File: src/rtl/sensor_rx_pkg.sv
// Shared types and defaults for the sensor readout deserialiser.
//   rx_state_t       : receiver state (IDLE / HUNT / RX)
//   SYNC_*_DEFAULT   : default sync words for start-of-frame and start-of-line
//   pix_word_t       : 16-bit pixel word as carried on the AXI4-Stream bus
package sensor_rx_pkg;

  typedef enum logic [1:0] {
    IDLE,
    HUNT,
    RX
  } rx_state_t;

  localparam logic [15:0] SYNC_SOF_DEFAULT = 16'hA5C3;
  localparam logic [15:0] SYNC_SOL_DEFAULT = 16'h5A3C;

  typedef logic [15:0] pix_word_t;

endpackage

File: src/rtl/sensor_lane_shift.sv
// One serial readout lane: input register plus MSB-first shift register.
//   clk, rst   : system clock, synchronous active-high reset
//   clr        : clears the shift history
//   shift_en   : shift the registered lane bit in this cycle
//   lane_in    : raw serial lane
//   sync_word  : last SYNC_W bits including the bit being shifted now
//   pixel      : last PIX_W bits including the bit being shifted now
module sensor_lane_shift
  import sensor_rx_pkg::*;
#(
  parameter int PIX_W  = 14,
  parameter int SYNC_W = 16
) (
  input  logic              clk,
  input  logic              rst,
  input  logic              clr,
  input  logic              shift_en,
  input  logic              lane_in,
  output logic [SYNC_W-1:0] sync_word,
  output logic [PIX_W-1:0]  pixel
);

  localparam int SR_W = (PIX_W > SYNC_W) ? PIX_W : SYNC_W;

  logic            lane_q;
  logic [SR_W-2:0] hist;
  logic [SR_W-1:0] shifted;

  // Outputs present the post-shift word so the caller can act on the same
  // strobe cycle that delivers the final bit.
  assign shifted   = {hist, lane_q};
  assign sync_word = shifted[SYNC_W-1:0];
  assign pixel     = shifted[PIX_W-1:0];

  always_ff @(posedge clk) begin
    if (rst) lane_q <= 1'b0;
    else     lane_q <= lane_in;
  end

  always_ff @(posedge clk) begin
    if (rst || clr)    hist <= '0;
    else if (shift_en) hist <= shifted[SR_W-2:0];
  end

endmodule

File: src/rtl/sensor_rx_deser.sv
// Two-lane IR sensor readout deserialiser to a 16-bit AXI4-Stream pixel stream.
//   clk, rst                 : system clock, synchronous active-high reset
//   enable                   : receiver enable, low forces IDLE
//   bit_stb                  : lane sample strobe
//   sensor_data_even/odd     : serial lanes (even / odd columns)
//   m_axis_t*                : pixel stream; tuser = first pixel of frame,
//                              tlast = last pixel of line
//   line_active              : high while receiving line pixels
//   overflow / overflow_clr  : sticky dropped-pair flag and its clear
module sensor_rx_deser
  import sensor_rx_pkg::*;
#(
  parameter int              PIX_W       = 14,
  parameter int              SYNC_W      = 16,
  parameter logic [SYNC_W-1:0] SYNC_SOF  = SYNC_W'(SYNC_SOF_DEFAULT),
  parameter logic [SYNC_W-1:0] SYNC_SOL  = SYNC_W'(SYNC_SOL_DEFAULT),
  parameter int              LINE_PIXELS = 384
) (
  input  logic        clk,
  input  logic        rst,
  input  logic        enable,
  input  logic        bit_stb,
  input  logic        sensor_data_even,
  input  logic        sensor_data_odd,
  output logic [15:0] m_axis_tdata,
  output logic        m_axis_tvalid,
  input  logic        m_axis_tready,
  output logic        m_axis_tuser,
  output logic        m_axis_tlast,
  output logic        line_active,
  output logic        overflow,
  input  logic        overflow_clr
);

  localparam int SR_W  = (PIX_W > SYNC_W) ? PIX_W : SYNC_W;
  localparam int BIT_W = $clog2(SR_W);
  localparam int PAIRS = LINE_PIXELS / 2;
  localparam int CNT_W = $clog2(PAIRS + 1);
  localparam logic [BIT_W-1:0] BIT_LAST  = BIT_W'(PIX_W - 1);
  localparam logic [CNT_W-1:0] PAIR_LAST = CNT_W'(PAIRS - 1);

  rx_state_t         state, state_nxt;
  logic              shift_en, lane_clr;
  logic [SYNC_W-1:0] even_sync, odd_sync;
  logic [PIX_W-1:0]  even_pix_new, odd_pix_new;
  logic [BIT_W-1:0]  bit_cnt;
  logic [CNT_W-1:0]  pair_cnt;
  logic              sof_pending;
  logic              hunt_stb, rx_stb, sof_hit, sol_hit;
  logic              pair_done, pair_last, buf_free, push, drop, hs;
  logic              even_vld, odd_vld, even_user, odd_last;
  pix_word_t         even_word, odd_word;

  sensor_lane_shift #(.PIX_W(PIX_W), .SYNC_W(SYNC_W)) u_lane_even (
    .clk(clk), .rst(rst), .clr(lane_clr), .shift_en(shift_en),
    .lane_in(sensor_data_even), .sync_word(even_sync), .pixel(even_pix_new)
  );

  sensor_lane_shift #(.PIX_W(PIX_W), .SYNC_W(SYNC_W)) u_lane_odd (
    .clk(clk), .rst(rst), .clr(lane_clr), .shift_en(shift_en),
    .lane_in(sensor_data_odd), .sync_word(odd_sync), .pixel(odd_pix_new)
  );

  assign hunt_stb  = enable && bit_stb && (state == HUNT);
  assign rx_stb    = enable && bit_stb && (state == RX);
  assign sof_hit   = hunt_stb && (even_sync == SYNC_SOF) && (odd_sync == SYNC_SOF);
  assign sol_hit   = hunt_stb && (even_sync == SYNC_SOL) && (odd_sync == SYNC_SOL);
  assign pair_done = rx_stb && (bit_cnt == BIT_LAST);
  assign pair_last = (pair_cnt == PAIR_LAST);

  // FSM: state register
  always_ff @(posedge clk) begin
    if (rst) state <= IDLE;
    else     state <= state_nxt;
  end

  // FSM: next state
  always_comb begin
    state_nxt = state;
    if (!enable) begin
      state_nxt = IDLE;
    end else begin
      unique case (state)
        IDLE:    state_nxt = HUNT;
        HUNT:    if (sof_hit || sol_hit) state_nxt = RX;
        RX:      if (pair_done && pair_last) state_nxt = HUNT;
        default: state_nxt = IDLE;
      endcase
    end
  end

  // FSM: outputs
  always_comb begin
    line_active = (state == RX);
    shift_en    = bit_stb && (state != IDLE);
    lane_clr    = (state == IDLE);
  end

  always_ff @(posedge clk) begin
    if (rst || !enable || state != RX) bit_cnt <= '0;
    else if (bit_stb)                  bit_cnt <= (bit_cnt == BIT_LAST) ? '0 : bit_cnt + 1'b1;
  end

  // Dropped pairs still advance pair_cnt so the line end stays aligned.
  always_ff @(posedge clk) begin
    if (rst || !enable || state != RX) pair_cnt <= '0;
    else if (pair_done)                pair_cnt <= pair_last ? '0 : pair_cnt + 1'b1;
  end

  // Cleared on the accepted push rather than the handshake: until the even
  // beat is taken no further pair can enter, so the result is identical.
  always_ff @(posedge clk) begin
    if (rst || !enable || state == IDLE) sof_pending <= 1'b0;
    else if (sof_hit)                    sof_pending <= 1'b1;
    else if (push)                       sof_pending <= 1'b0;
  end

  // Pair buffer: the even slot drains first, then the odd slot. A new pair
  // may enter only when the last held beat leaves in this same cycle.
  assign hs       = m_axis_tvalid && m_axis_tready;
  assign buf_free = !even_vld && (!odd_vld || hs);
  assign push     = pair_done && buf_free;
  assign drop     = pair_done && !buf_free;

  always_ff @(posedge clk) begin
    if (rst || !enable) begin
      even_vld <= 1'b0;
      odd_vld  <= 1'b0;
    end else if (push) begin
      even_vld <= 1'b1;
      odd_vld  <= 1'b1;
    end else if (hs) begin
      if (even_vld) even_vld <= 1'b0;
      else          odd_vld  <= 1'b0;
    end
  end

  always_ff @(posedge clk) begin
    if (rst) begin
      even_word <= '0;
      odd_word  <= '0;
      even_user <= 1'b0;
      odd_last  <= 1'b0;
    end else if (push) begin
      even_word <= pix_word_t'(even_pix_new);
      odd_word  <= pix_word_t'(odd_pix_new);
      even_user <= sof_pending;
      odd_last  <= pair_last;
    end
  end

  always_ff @(posedge clk) begin
    if (rst)               overflow <= 1'b0;
    else if (drop)         overflow <= 1'b1;
    else if (overflow_clr) overflow <= 1'b0;
  end

  assign m_axis_tvalid = even_vld || odd_vld;
  assign m_axis_tdata  = even_vld ? even_word : (odd_vld ? odd_word : '0);
  assign m_axis_tuser  = even_vld && even_user;
  assign m_axis_tlast  = !even_vld && odd_vld && odd_last;

endmodule

File: config.mk
export PLATFORM = sky130hd
export DESIGN_NAME = sensor_rx_deser
export DESIGN_NICKNAME = d
export VERILOG_FILES = /design/src/rtl/sensor_rx_pkg.sv /design/src/rtl/sensor_lane_shift.sv /design/src/rtl/sensor_rx_deser.sv
export SDC_FILE = /design/constraint.sdc
export NUM_CORES = 1
export LEC_CHECK = 0
export CAP_MARGIN = 20
export CORE_MARGIN = 3
export CORE_UTILIZATION = 40
export CTS_CLUSTER_SIZE = 24
export DETAILED_ROUTE_END_ITERATION = 7
export PLACE_DENSITY = 0.57
export SYNTH_ARGS = -nofsm -noshare
export SYNTH_HDL_FRONTEND = slang
export SYNTH_HIERARCHICAL = 1
export SYNTH_SLANG_ARGS = --single-unit
export TNS_END_PERCENT = 30
File: constraint.sdc
create_clock -name clk -period 2.2 [get_ports clk]
set_clock_uncertainty 0.05 [all_clocks]
set_input_delay 0.44 -clock clk [delete_from_list [all_inputs] [get_ports clk]]
set_output_delay 0.44 -clock clk [all_outputs]
set_load 0.005 [all_outputs]
==> results of run 1 <==
## sequential cells by signal (all words and copies together) (netlist names), 2 cells and up
| name | flops |
|---|---|
| u_lane_odd/hist | 15 |
| u_lane_even/hist | 15 |
| even_word | 14 |
| odd_word | 14 |
| pair_cnt | 8 |
| bit_cnt | 4 |
| state | 2 |
## how the worst min path moves through the flow
stage	from	to	slack, ps	depth (start not counted)
finish	even_user$_SDFFE_PP0P_	even_user$_SDFFE_PP0P_	400	2
floorplan	even_word[6]$_SDFFE_PP0P_	even_word[6]$_SDFFE_PP0P_	380	2
detailed placement	even_user$_SDFFE_PP0P_	even_user$_SDFFE_PP0P_	390	2
global route	even_word[3]$_SDFFE_PP0P_	even_word[3]$_SDFFE_PP0P_	430	2
CTS	even_user$_SDFFE_PP0P_	even_user$_SDFFE_PP0P_	400	2
global placement	even_user$_SDFFE_PP0P_	even_user$_SDFFE_PP0P_	390	2
## area by class of cell
cell class              count  area [um2]
clock inverters             6         114
inverters                   2        7.51
clock buffers              10         138
fillers                   861        4730
flip-flops and latches     80        1600
well taps                 108         135
multi-input cells         295        1670
repair buffers             39         412
## metrics by stage
stage          total power (uW)  instances  hold slack [ps]
2_1_floorplan              1550        434              376
3_3_place_gp               1560        524              390
3_5_place_dp               1560        524              389
4_1_cts                    2900        540              403
5_1_grt                    2960        540              425
6_report                   2860        540              399
## per-layer routing
| metal | routed length (um) | part of all wire [%] | vias up |
|---|---|---|---|
| li1 | - | - | 1408 |
| met1 | 3910 | 51 | 1270 |
| met2 | 3340 | 43 | 68 |
| met3 | 421 | 5.5 | 5 |
| met4 | 40 | 0.52 | 0 |
| met5 | 0 | 0 | - |
## cell usage after synthesis, drive strengths merged, types with 5 or more instances
master and n:
a21oi 36, buf 45, dfxtp 80, nand3 5, nand4b 7, nor2 49, o21ai 17, nand2 96
clkbuf 12, mux2i 32, nor2b 6
## worst reg2reg max path, stage by stage (launching register included)
cell	delay, ps
dfxtp_1	360
or4_1	550
nor4_1	310
nand3_1	140
o41a_2	160
o211a_1	220
## where the power goes
part           internal, uW  switching [uW]  total, uW
registers              1450            4.50       1450
clock network           789             549       1340
logic                  32.5            41.3       73.8
## cell families (layout without fill, tap and decap cells)
group | count (synthesis) | in the layout | share of synthesized area [%]
buf+inv | 59 | 57 | 11.2
other cells | 1 | 2 | 0.102
xor+xnor | 7 | 7 | 1.67
compound gates | 61 | 61 | 9.55
flops | 80 | 80 | 43.7
fa+ha+maj | 1 | 1 | 0.341
simple gates | 192 | 192 | 24.7
mux | 32 | 32 | 8.73
## timing repair
| item | 4_1_cts | 5_1_grt |
|---|---|---|
| buffers inserted | 0 | 0 |
| setup endpoints to repair | 0 | 5 |
| hold buffers | 0 | 0 |
| resized for setup | 0 | 2 |
==> out/results.txt, run 1 <==
Initial Util -> 41.7%
Sink Count -> 80
drt drc -> 0
Die Y -> 102 um
total grt overflow -> 0
nets@finish -> 436
RSZ-0062 raised after global routing -> no
CP Data Arrival Time -> 1620 ps
grt met2 use -> 22.9%
ratio of cells with drive above 1 in the final layout -> 9.03%
global-route wire length before repair -> 12.8 mm
Worst-Skew Late Latency -> 350 ps
VDD IR max -> 0.000288 V
antenna fix cells -> 0
crit path buf inv count -> 2
final WL -> 7.71 mm
Critical Path Sink Type -> output port
top post-synthesis cells by area -> dfxtp_1 44%, nand2_1 9.7%, mux2i_1 8.7%
number of synthesized flops with an enable pin -> 0
CTS Buf Count -> 9
Post-Syn Area -> 0.00367 mm2
power density cells -> 703 mW/mm2
fin crit period -> 2110 ps
Slowest-stage cell, CP -> clkdlybuf4s50_1
share of the yosys chip area belonging to registers -> 43.7%
Root Buffer -> clkbuf_8
die area -> 0.0104 mm2
met3 Track Usage GR -> 4.20%
fin area -> 0.00408 mm2
f_max -> 0.474 GHz
LEAKAGE -> 0.00130 uW
IO buf count -> 26
path type of the worst setup path -> reg -> out
most frequent cells in the layout -> 95 x nand2_1, 80 x dfxtp_1, 49 x nor2_1
Synth Warn # -> 6
r2r setup slk -> 310 ps
IO Count -> 29
cell count after synthesis -> 433
largest net degree at the start of global routing -> 36
post-DR wirelength/cell -> 14.3 um
top cell type's share of synthesized area -> 43.7%
library cells used by synthesis -> 47
Setup Viol. Count Final -> 0
Top delay family on crit path -> buffers and inverters
die width -> 102 um
Clock Tree Buf Depth -> 2
number of global-route vias before repair -> 2543
critical path depth in cells -> 4
Post-DP Area -> 0.00382 mm2
measured slew at the worst slew-check pin -> 890 ps
P&R area growth vs syn -> 11.2%
Iter 0 DRT Violations -> 120
routed vias -> 2751
Largest stage delay, worst path -> 540 ps
max-slew violation count -> 0
Worst Setup Slack, final -> 88.2 ps
clock slew at reported path FFs -> 90 ps
CORE AREA -> 0.00881 mm2
Critical Path Start Type -> register
Rel. slew slack -> 40.7%
CP Max Fanout -> 35
Yosys reg bits -> 80
r2r startpoint -> u_lane_even/hist[1]$_SDFFE_PP0P_
setup_tns -> 0 ps
ys flop type -> dfxtp_1
leading area contributor after synthesis -> dfxtp_1
hpwl dp -> 5.37 mm
CP Data Required Time -> 1710 ps
Hold Path Class -> reg -> reg
initial antenna violation count -> 0
Routed Antenna Nets -> 0
Top Usage Layer GRT -> met1
most common cell after layout, fill and taps aside -> nand2_1
GR Util met1 -> 23.0%
DR pass1 iterations -> 5
worst reg2reg path endpoint -> state[0]$_SDFFE_PP0P_
Async SR Flop Fraction -> 0%
status -> completed
H-tree level count -> 3
Reg2Reg Depth -> 5
Std-Cell Rows -> 34
Final Cycle Share -> 96.0%
Worst Setup SP -> even_vld$_SDFFE_PP0P_
average vias per placed instance -> 5.09
worst-path cell chain -> buf_12, nand2_1, o21ai_1, clkdlybuf4s50_1
GR Util All Layers -> 15.7%
pre-CTS setup slack -> 48.4 ps
Util after Layout -> 46.3%
GP Congestion -> 0.759
Hold Fails Final Rpt -> 0
CTS tree -> yes
Max-Cap Viols -> 0
mean post-synth cell area -> 8.47 um2
crit path to -> m_axis_tdata[13]
Note: power is estimated with default switching activity, not from simulation.
==> run 2: changes to the inputs <==
--- a/config.mk
+++ b/config.mk
@@ -6,11 +6,12 @@
 export NUM_CORES = 1
 export LEC_CHECK = 0
 export CAP_MARGIN = 20
-export CORE_MARGIN = 3
+export CORE_MARGIN = 5
 export CORE_UTILIZATION = 40
 export CTS_CLUSTER_SIZE = 24
 export DETAILED_ROUTE_END_ITERATION = 7
-export PLACE_DENSITY = 0.57
+export PLACE_DENSITY = 0.65
+export RECOVER_POWER = 100
 export SYNTH_ARGS = -nofsm -noshare
 export SYNTH_HDL_FRONTEND = slang
 export SYNTH_HIERARCHICAL = 1
==> out/results.txt, run 2 (synthesis gave the netlist of run 1 again) <==
Top delay family on crit path -> buffers and inverters
nets@finish -> 441
die area -> 0.0112 mm2
average vias per placed instance -> 5.17
IO Count -> 29
hpwl dp -> 5.34 mm
GR Util All Layers -> 14.4%
Hold Path Class -> reg -> reg
LEAKAGE -> 0.00131 uW
Post-DP Area -> 0.00381 mm2
CP Data Required Time -> 1710 ps
routed vias -> 2833
Largest regs -> u_lane_even/hist (15), u_lane_odd/hist (15)
number of global-route vias before repair -> 2648
pre-CTS setup slack -> 34.0 ps
largest net degree at the start of global routing -> 35
most frequent cells in the layout -> 95 x nand2_1, 78 x dfxtp_1, 49 x nor2_1
Reg2Reg Depth -> 5
path type of the worst setup path -> reg -> out
CTS Buf Count -> 9
most common cell after layout, fill and taps aside -> nand2_1
fin crit period -> 2130 ps
final-layout fill cell count -> 899
Cells after DPL -> 526
Max-Cap Viols -> 0
Fin Hold WS -> 404 ps
Initial Util -> 40.3%
Slowest-stage cell, CP -> clkdlybuf4s50_1
Critical Path Sink Type -> output port
drt drc -> 0
Die Y -> 106 um
CP Data Arrival Time -> 1640 ps
Rel. slew slack -> 57.4%
Tot Pwr -> 2740 uW
initial antenna violation count -> 0
DR pass1 iterations -> 4
Clock Tree Buf Depth -> 2
post-DR wirelength/cell -> 14.6 um
f_max -> 0.469 GHz
measured slew at the worst slew-check pin -> 639 ps
VDD IR max -> 0.000377 V
Std-Cell Rows -> 35
Routed Antenna Nets -> 0
non-filler cells, final -> 548
Hold Fails Final Rpt -> 0
Worst-Skew Late Latency -> 350 ps
crit path buf inv count -> 2
CP Max Fanout -> 8
GR Util met1 -> 19.7%
GP Congestion -> 0.794
fin area -> 0.00408 mm2
H-tree level count -> 3
hold depth -> 2
met3 Track Usage GR -> 3.43%
max-slew violation count -> 0
power density cells -> 672 mW/mm2
Sink Count -> 80
ratio of cells with drive above 1 in the final layout -> 9.38%
final WL -> 8.01 mm
Largest stage delay, worst path -> 530 ps
P&R area growth vs syn -> 11.3%
CORE AREA -> 0.00911 mm2
Worst Setup Slack, final -> 68.1 ps
Top Usage Layer GRT -> met2
critical path depth in cells -> 4
IO buf count -> 26
grt met2 use -> 22.0%
Root Buffer -> clkbuf_8
Setup Viol. Count Final -> 0
clock slew at reported path FFs -> 80 ps
CTS tree -> yes
die width -> 106 um
Critical Path Start Type -> register
worst-path cell chain -> buf_4, nand2_1, o21ai_1, clkdlybuf4s50_1
Iter 0 DRT Violations -> 164
status -> completed
total grt overflow -> 0
Final Cycle Share -> 96.9%
antenna fix cells -> 0
cts hold-fix bufs -> 0
global-route wire length before repair -> 13.0 mm
-- run 2: cell types whose count changed in the layout (fill, tap and decap cells not counted), sizes merged --
| cell | before | now |
|---|---|---|
| dlygate4sd3 | 0 | 2 |
| clkbuf | 10 | 15 |
| clkinvlp | 2 | 3 |
| bufinv | 3 | 2 |
| clkdlybuf4s50 | 26 | 24 |
-- run 2: layout make-up --
cell class              instances  area (um2)  area share [%]
inverters                       2        7.51           0.184
multi-input cells             295        1660            40.6
clock buffers                  10         138            3.37
repair buffers                 44         440            10.8
clock inverters                 6        91.3            2.24
well taps                     111         139            3.40
flip-flops and latches         80        1610            39.4
-- run 2: worst register-to-register path, stage by stage, from the launching register on --
cell     delay [ps]
dfxtp_1         350
or4_1           550
nor4_1          370
nand3_1         140
o41a_2          150
o41ai_1         250
-- run 2: worst paths after layout --
kind	startpoint	end	slack [ps]
max reg2reg	u_lane_even/hist[1]$_SDFFE_PP0P_	state[1]$_SDFFE_PP0P_	240
min	even_word[12]$_SDFFE_PP0P_	even_word[12]$_SDFFE_PP0P_	400
min reg2reg	even_word[12]$_SDFFE_PP0P_	even_word[12]$_SDFFE_PP0P_	400
max	odd_vld$_SDFFE_PP0P_	m_axis_tdata[1]	70
-- run 2: where the power goes --
group	internal (uW)	switching [uW]	total [uW]
clock	673	546	1220
combinational	30.0	41.2	71.2
sequential	1450	4.11	1450
-- run 2: routing by layer --
layer / share of wire, % / wire length (um)
met1: 47 / 3790
met4: 1.3 / 101
met5: 0 / 0
met2: 45 / 3640
met3: 6.0 / 482
-- run 2: metrics by stage --
stage / setup TNS (ps) / util (%)
5_1_grt: -12.1 / 44.8
4_1_cts: 0 / 44.5
3_5_place_dp: 0 / 41.9
6_report: 0 / 44.8
2_1_floorplan: 0 / -
3_3_place_gp: 0 / 41.9
-- run 2: repair_timing --
action	in CTS	in global routing
buffers inserted	0	5
gates cloned	0	1
resized for setup	3	3
endpoints found under the setup margin	16	2
==> run 3: changes to the inputs <==
--- a/config.mk
+++ b/config.mk
@@ -6,7 +6,6 @@
 export NUM_CORES = 1
 export LEC_CHECK = 0
 export CAP_MARGIN = 20
-export CORE_MARGIN = 5
 export CORE_UTILIZATION = 40
 export CTS_CLUSTER_SIZE = 24
 export DETAILED_ROUTE_END_ITERATION = 7
==> out/results.txt, run 3 (synthesis gave the netlist of run 1 again) <==
status -> complete, but fails checks
failing checks -> DRC
VDD IR max -> 0.000371 V
clock slew at reported path FFs -> 80 ps
Iter 0 DRT Violations -> 145
Final Cycle Share -> 96.9%
antenna fix cells -> 0
post-DR wirelength/cell -> 13.5 um
Fin Hold WS -> 403 ps
Rel. slew slack -> 41.5%
measured slew at the worst slew-check pin -> 878 ps
power density cells -> 665 mW/mm2
Initial Util -> 41.7%
CTS Buf Count -> 9
Die Y -> 97.8 um
CP Data Required Time -> 1710 ps
RSZ-0062 raised after global routing -> no
global-route wire length before repair -> 12.5 mm
GR Util All Layers -> 16.4%
ratio of cells with drive above 1 in the final layout -> 7.87%
Routed Antenna Nets -> 0
LEAKAGE -> 0.00132 uW
most common cell after layout, fill and taps aside -> nand2_1
H-tree level count -> 3
path type of the worst setup path -> reg -> out
area occupied by multi-input gates -> 0.00166 mm2
GP Congestion -> 0.777
f_max -> 0.469 GHz
largest net degree at the start of global routing -> 35
cts hold-fix bufs -> 0
final WL -> 7.29 mm
register area -> 0.00161 mm2
Hold Fails Final Rpt -> 0
CP Max Fanout -> 15
Max-Cap Viols -> 0
worst-path cell chain -> clkbuf_16, o21ai_1, clkdlybuf4s50_1
initial antenna violation count -> 0
Sink Count -> 80
most frequent cells in the layout -> 96 x nand2_1, 79 x dfxtp_1, 49 x nor2_1
P&R area growth vs syn -> 10.6%
routed vias -> 2739
nets@finish -> 436
IO Count -> 29
Hold Path Class -> reg -> reg
Critical Path Start Type -> register
CTS tree -> yes
average vias per placed instance -> 5.07
fin crit period -> 2130 ps
Largest stage delay, worst path -> 530 ps
final-layout fill cell count -> 848
CORE AREA -> 0.00881 mm2
total grt overflow -> 0
Root Buffer -> clkbuf_8
Std-Cell Rows -> 34
setup_tns -> 0 ps
die area -> 0.00956 mm2
max-slew violation count -> 0
Clock Tree Buf Depth -> 2
IO buf count -> 26
hpwl dp -> 4.90 mm
DR pass1 iterations -> 6
Setup Viol. Count Final -> 0
Critical Path Sink Type -> output port
die width -> 97.8 um
number of global-route vias before repair -> 2589
CP Data Arrival Time -> 1640 ps
Slowest-stage cell, CP -> clkdlybuf4s50_1
Worst-Skew Late Latency -> 350 ps
post-CTS repair timing setup buffer count -> 0
Largest regs -> u_lane_even/hist (15), u_lane_odd/hist (15)
drt drc -> 6
## run 3: per-layer routing
layer / GRT usage, % / vias to the layer above / share of wire [%]
li1: - / 1402 / -
met5: 0 / - / 0
met3: 4.37 / 6 / 4.4
met1: 22.6 / 1273 / 50
met4: 5.59 / 0 / 0.99
met2: 24.7 / 58 / 44
## run 3: what timing repair did
item | 4_1_cts | 5_1_grt
cloned | 0 | 1
setup endpoints to repair | 7 | 4
resized for setup | 2 | 5
endpoints found under the hold margin | 0 | 0
## run 3: worst max-delay path: cells and delay by family, from the launching register on
kind | cells | cell delay [ps]
buffers and inverters | 2 | 710
DFF | 1 | 390
AOI/OAI and AO/OA | 1 | 180
## run 3: per-stage QoR
stage / std cells / total power, uW / utilization [%] / setup slack [ps] / cell area, um2
after floorplan: 434 / 1550 / - / 383 / 3670
after global placement: 523 / 1560 / 43.3 / 108 / 3810
after detailed placement: 523 / 1560 / 43.3 / 48.6 / 3810
after CTS: 539 / 2740 / 45.8 / 0.820 / 4040
after global routing: 540 / 2820 / 46.1 / 1.06 / 4060
final: 540 / 2700 / 46.1 / 69.2 / 4060
## run 3: path summary, 6_finish.rpt
path | slack [ps] | endpoint | start | depth (start not counted)
min | 400 | odd_word[9]$_SDFFE_PP0P_ | odd_word[9]$_SDFFE_PP0P_ | 2
max reg2reg | 320 | state[0]$_SDFFE_PP0P_ | u_lane_even/hist[12]$_SDFFE_PP0P_ | 5
max | 70 | m_axis_tdata[11] | even_vld$_SDFFE_PP0P_ | 3
min reg2reg | 400 | odd_word[9]$_SDFFE_PP0P_ | odd_word[9]$_SDFFE_PP0P_ | 2
## run 3: final cells by class
type                    instances  share of cell area (%)
flip-flops and latches         80                    39.5
well taps                     108                    3.33
multi-input cells             295                    40.8
repair buffers                 39                    10.7
clock buffers                   9                    3.05
inverters                       2                   0.185
clock inverters                 7                    2.37
## run 3: power breakdown
group / switching, uW / internal, uW / leakage [uW]
Sequential: 4.16 / 1450 / 0.000646
Combinational: 40.7 / 31.8 / 0.000562
Clock: 536 / 640 / 0.000113
